[src/rtl/fifo_rd_stream.sv]
// Read-side stream adapter: turns a FIFO read port into a valid/ready stream via a 2-entry head/skid buffer.
// Define FIFO_RD_STREAM_CNT_EN to add the saturating rd_word_cnt delivered-word counter.
module fifo_rd_stream #(
  parameter int DATA_WIDTH = 8
) (
  input  logic                  rclk,
  input  logic                  rrst_n,
  input  logic                  rempty,
  input  logic [DATA_WIDTH-1:0] rdata,
  output logic                  rinc,
  input  logic                  flush,
  input  logic                  out_ready,
  output logic                  out_valid,
  output logic [DATA_WIDTH-1:0] out_data
`ifdef FIFO_RD_STREAM_CNT_EN
  ,
  output logic [15:0]           rd_word_cnt
`endif
);

  typedef enum logic [1:0] {
    ST_EMPTY = 2'd0,
    ST_ONE   = 2'd1,
    ST_TWO   = 2'd2
  } state_e;

  state_e                state_q, state_d;
  logic [DATA_WIDTH-1:0] head_q, head_d;
  logic [DATA_WIDTH-1:0] skid_q, skid_d;
  logic                  push;
  logic                  xfer;

  // Pop only when the skid slot is guaranteed free; gating with rrst_n keeps rinc low during reset.
  assign push      = rrst_n & ~rempty & (state_q != ST_TWO) & ~flush;
  assign rinc      = push;
  assign out_valid = (state_q != ST_EMPTY);
  assign out_data  = head_q;
  assign xfer      = out_valid & out_ready;

  always_ff @(posedge rclk or negedge rrst_n) begin
    if (!rrst_n) begin
      state_q <= ST_EMPTY;
      head_q  <= '0;
      skid_q  <= '0;
    end else begin
      state_q <= state_d;
      head_q  <= head_d;
      skid_q  <= skid_d;
    end
  end

  always_comb begin
    state_d = state_q;
    head_d  = head_q;
    skid_d  = skid_q;
    if (flush) begin
      state_d = ST_EMPTY;
    end else begin
      case (state_q)
        ST_EMPTY: begin
          if (push) begin
            state_d = ST_ONE;
            head_d  = rdata;
          end
        end
        ST_ONE: begin
          if (push && xfer) begin
            head_d = rdata;
          end else if (push) begin
            state_d = ST_TWO;
            skid_d  = rdata;
          end else if (xfer) begin
            state_d = ST_EMPTY;
          end
        end
        ST_TWO: begin
          if (xfer) begin
            state_d = ST_ONE;
            head_d  = skid_q;
          end
        end
        default: state_d = ST_EMPTY;
      endcase
    end
  end

`ifdef FIFO_RD_STREAM_CNT_EN
  logic [15:0] cnt_q, cnt_d;

  // A flushed transfer never reaches the consumer, so it is not counted.
  always_comb begin
    cnt_d = cnt_q;
    if (xfer && !flush && (cnt_q != 16'hFFFF)) begin
      cnt_d = cnt_q + 16'd1;
    end
  end

  always_ff @(posedge rclk or negedge rrst_n) begin
    if (!rrst_n) begin
      cnt_q <= '0;
    end else begin
      cnt_q <= cnt_d;
    end
  end

  assign rd_word_cnt = cnt_q;
`endif

endmodule

[config.mk]
export PLATFORM = sky130hd
export DESIGN_NAME = fifo_rd_stream
export DESIGN_NICKNAME = d
export VERILOG_FILES = /design/src/rtl/fifo_rd_stream.sv
export SDC_FILE = /design/constraint.sdc
export NUM_CORES = 1
export LEC_CHECK = 0
export ABC_AREA = 1
export BUFFER_PORTS_ARGS = -buffer_cell sky130_fd_sc_hd__buf_2
export CAP_MARGIN = 40
export CORE_MARGIN = 3
export CORE_UTILIZATION = 52
export CTS_CLUSTER_DIAMETER = 60
export DETAILED_ROUTE_END_ITERATION = 10
export PLACE_DENSITY = 0.77
export SLEW_MARGIN = 20
export SYNTH_ARGS = -nofsm -noshare
export SYNTH_HDL_FRONTEND = slang
export SYNTH_SLANG_ARGS = --single-unit
[constraint.sdc]
create_clock -name rclk -period 1.5 [get_ports rclk]
set_clock_uncertainty 0.15 [all_clocks]
set_input_delay 0.15 -clock rclk [delete_from_list [all_inputs] [get_ports rclk]]
set_output_delay 0.15 -clock rclk [all_outputs]
set_load 0.02 [all_outputs]
# --- After elaboration in Yosys (flattened, before gate mapping) ---
# Index checks and enable logic that the tools add are counted.
word_totals:
  ff_bits: 18
  latchBits: 0
  ram_bits: 0
  mem_bits_ro: 0
  memories: 0
classes:
  addsub: 0
  n_mul: 0
  div: 0
  n_lt_le_gt_ge: 0
  eq_ne: 10
  n_shift: 0
  n_mux: 11
  n_bitwise: 7
  n_reduce_logical: 7
op_table:
  columns: ["operator", "count"]
  rows:
  - ["8-bit two-way mux", 3]
  - ["8-bit one-hot mux with 3 select lines", 1]
  - ["2-bit two-way mux", 6]
  - ["3-bit != test, second input constant", 3]
  - ["2-bit != test, second input constant", 4]
  - ["4-bit AND reduction", 2]
  - ["2-bit one-hot mux with 3 select lines", 1]
  - ["5-bit AND reduction", 1]
  - ["1-bit AND", 4]
  - ["4-bit != test, second input constant", 1]
  - ["1-bit NOT", 3]
  - ["3-bit nonzero test", 1]
  - ["2-bit by 1-bit == test with 1-bit output, second input constant", 1]
  - ["2-bit == test, second input constant", 1]
  - ["2-bit logical NOT", 1]
  - ["2-bit nonzero test", 1]
  - ["1-bit logical AND", 1]

# --- Depth between registers and ports, before layout ---
logic_depth:
  word_depth: 8
  ltp_mapped: 8
  ltp_nobuf: 8

# --- Worst setup path after synthesis ---
# No wires, ideal clock.
synth_timing:
  kind: "register -> register"
  startpoint: "reg state_q[1]"
  endpoint: "reg head_q[0] (netlist: out_data[0])"
  t_arrival_ns: 1.145
  t_required_ns: 1.233
  slack_ns: 0.088
  path_stages_with_launch: 8
  synth_period_minus_slack_ns: 1.412
  path_cell_list: "dfrtp_1 -> buf_6 -> nor2_1 -> inv_2 -> a21oi_4 -> nand2_2 -> nand2_1 -> nand2_1"
synth_rtl:
  columns: ["element", "line_no", "text"]
  rows:
  - ["from (decl)", "27", "state_e state_q, state_d;"]
  - ["from (signal assigned)", "46", "state_q <= state_d;"]
  - ["2-bit nonzero test (*)", "36", "assign out_valid = (state_q != ST_EMPTY);"]
  - ["named net out_valid", "13", "output logic out_valid,"]
  - ["1-bit AND (*)", "38", "assign xfer = out_valid & out_ready;"]
  - ["1-bit logical AND", "67", "if (push && xfer) begin"]
  - ["2-bit != test (no line)", null, null]
  - ["5-bit AND reduction (no line) (*)", null, null]
  - ["to (signal assigned)", "43", "head_q <= '0;"]
  - ["to (signal assigned)", "47", "head_q <= head_d;"]
  - ["to (decl)", "28", "logic [DATA_WIDTH-1:0] head_q, head_d;"]
# The timed path passes the listed nets; every way through them passes the cells marked *.
# A chain may end at the register's enable or synchronous reset.

# --- Final worst setup path ---
layout_timing:
  startpoint: "reg state_q[0]"
  endpoint: "reg head_q[7] (netlist: out_data[7])"
layout_between:
  elab_chain_cells: 6
layout_lines:
  columns: ["element", "line_no", "text"]
  rows:
  - ["2-bit != test", "34", "assign push = rrst_n & ~rempty & (state_q != ST_TWO) & ~flush;"]
  - ["1-bit AND (2 in a row)", "34", null]
  - ["1-bit logical AND", "67", null]
  - ["2-bit != test (no line)", null, null]
  - ["5-bit AND reduction (no line)", null, null]
# Several ways; a longest one is shown, not always the timed one.

==> flow_summary.ini <==
[placement]
place.gp.congestion = 0.7467
dp_hpwl_um = 1440
port_buffers = 22
dp_slack_ns = 0.04988
dp.cells = 165
dpl-instance-area_mm2 = 0.001124

[synth]
ys_warn_count = 0
synth_fa_ha_area_share_pct = 0
syn_inst = 118
synthSimpleGateAreaFrac_pct = 31.48
syn-num-nets = 131
synthMuxAreaShare_pct = 0
mappedNetlistArea_um2 = 989.7
postSynthAreaPerCell_um2 = 8.387
synth_top_family_by_area = simple AND/OR/NAND/NOR gates
seq_area_frac_synth_pct = 45.51
synth-compound-area-share_pct = 13.78
synth_xor_area_share_pct = 0
yosysUniqueCellTypes = 19
synth-seq-cells = 18

[setup_path]
crit_top_cell = buf_6
crit_type = reg2reg
required_ns = 1.59
endpoint_kind = flop
path_max_fanout = 8
cp_num_buf_inv = 3
timing.critical_path.from = state_q[0]
cp_slowest_cell = dfrtp_1
max_stage_delay_ns = 0.44
cp.arrival_ns = 1.58
critPathLaunchType = flop
reg2reg_from = state_q[0]
cp_top_family = flip-flops
crit_chain = buf_6 -> nor2_2 -> inv_2 -> a21oi_4 -> buf_6 -> nand3_1 -> nand2_1

[clocking]
path_clk_slew_ns = 0.10
htreeDepth = 1
cts_made_buffers = 3
cts_tree = built
clk_path_buf_depth = 2
root_buffer = clkbuf_4
cts.sinks = 18
clock_latency_ns = 0.29

[outcome]
outcome = complete, no violations

[sta]
relSlewSlack_pct = 81.20
tightest_slew_ns = 0.2810
setup_viol = 0
fin_tns_setup_ns = 0
slew_violations = 0
period_minus_slack_ns = 1.489
grt_setup_unrepaired = true
fin_crit_sh_pct = 99.27
max_freq_mhz = 671.6
hold_viol_final = 0
fin_ws_ns = 0.01091

[layout]
num_antenna_cells = 0
areaGrowthSynthToFinish_pct = 37.93
final_cell_mix = 31 x nand2_1, 20 x buf_2, 17 x dfrtp_1
stdcell_area_mm2 = 0.001365
n_fill_cell = 134
nets = 172
final_core_util_pct = 77.38
drive_gt1_share_pct = 38.61
stdcell_count = 183
final_common_cell = nand2_1

[floorplanning]
die_area_mm2 = 0.002463
initial_core_util_pct = 56.10
core.rowCount = 15
die_w_um = 49.63
die_y_um = 49.63
num_io_pins = 23
core_area_mm2 = 0.001764

[drt]
vias = 902
wire_per_inst_um = 12.48
dr.pass1.iters = 4
wirelength_um = 2283
drt_iter0_drc = 27
drc = 0
detail-route-antenna-nets = 0
avgViaCountPerCell = 4.929

[worst_hold_path]
min_from = flush
hold_class = in2reg

[flow_run]
cap_violations = 0

[global_route]
antenna_found_initial = 0
grt_max_degree = 18
grt_pass1_vias = 799
overflow = 0
grt_first_pass_wirelength_um = 3484
grtUsageTotal_pct = 18.31

[power]
vdd_drop_max_uv = 842.1
p_leak_nw = 0.7238
power_density_mw_per_mm2 = 1215
## stage by stage
step / hold slack [ns] / total power, mW
5_1_grt: 0.08510 / 1.764
2_1_floorplan: -0.2956 / 1.097
4_1_cts: 0.07184 / 1.614
3_3_place_gp: -0.1640 / 1.242
3_5_place_dp: -0.1583 / 1.266
6_report: 0.09373 / 1.658
## tightest hold or removal path: stages
cell and delay, ns:
buf_2 0.16, nor2_1 0.07, nand3_1 0.08, nand2_1 0.05
## per-layer routing
layer	global-route usage [%]	wire [µm]	vias up
li1	-	-	460
met1	24.71	1093	426
met2	29.96	1126	14
met3	3.021	54	2
met4	5.530	10	0
met5	0	0	-
## final cells by class
cell class	count	area, µm²	area share [%]
inverter	16	62.56	4.583
clock buffer	4	36.28	2.658
sequential	18	451.7	33.09
multi-input combinational	82	494.2	36.21
timing repair buffer	38	289.0	21.17
tap	25	31.28	2.291
## power breakdown
part           leakage (nW)  switching [mW]  total (mW)  internal [mW]
clock                0.0210           0.152       0.300          0.148
combinational         0.476           0.371       0.625          0.254
sequential            0.227          0.0899       0.733          0.643
total                 0.724           0.613        1.66           1.04
## state kept, by name, indices dropped and copies added, names as in the netlist
| signal | count |
|---|---|
| out_data | 8 |
| skid_q | 8 |
| state_q | 2 |
## Yosys cell counts, drive strengths merged
cell	number	area, µm²
clkinv	1	5.000
buf	3	30.03
a21oi	10	61.31
dfrtp	18	450.4
inv	15	56.30
o21ai	9	75.07
nor2	12	55.06
nand2	36	158.9
nand3	12	85.08
nand4	2	12.51
## final timing paths
kind / endpoint / slack (ns) / cells after the start
hold reg to reg: out_data[1] / 0.33 / 2
max in group asynchronous: skid_q[6] / 0.59 / 3
hold / removal: state_q[0] / 0.09 / 4
setup reg to reg: out_data[7] / 0.01 / 7
min in group asynchronous: skid_q[3] / 0.14 / 2
setup / recovery: out_data[7] / 0.01 / 7
## cell families (layout without fill, tap and decap cells)
group	Yosys count	in the layout
AO/OA/AOI/OAI	19	19
AND/OR/NAND/NOR	62	63
flip-flops	18	18
buffers and inverters	19	58
## timing repair
action	in CTS	in global routing
buffers inserted	3	2
cloned	0	1
pin swaps	0	9
hold endpoints to repair	26	0
resized for setup	5	12
hold buffers	9	0
setup endpoints to repair	2	15
Note: power is estimated with default switching activity, not from simulation.
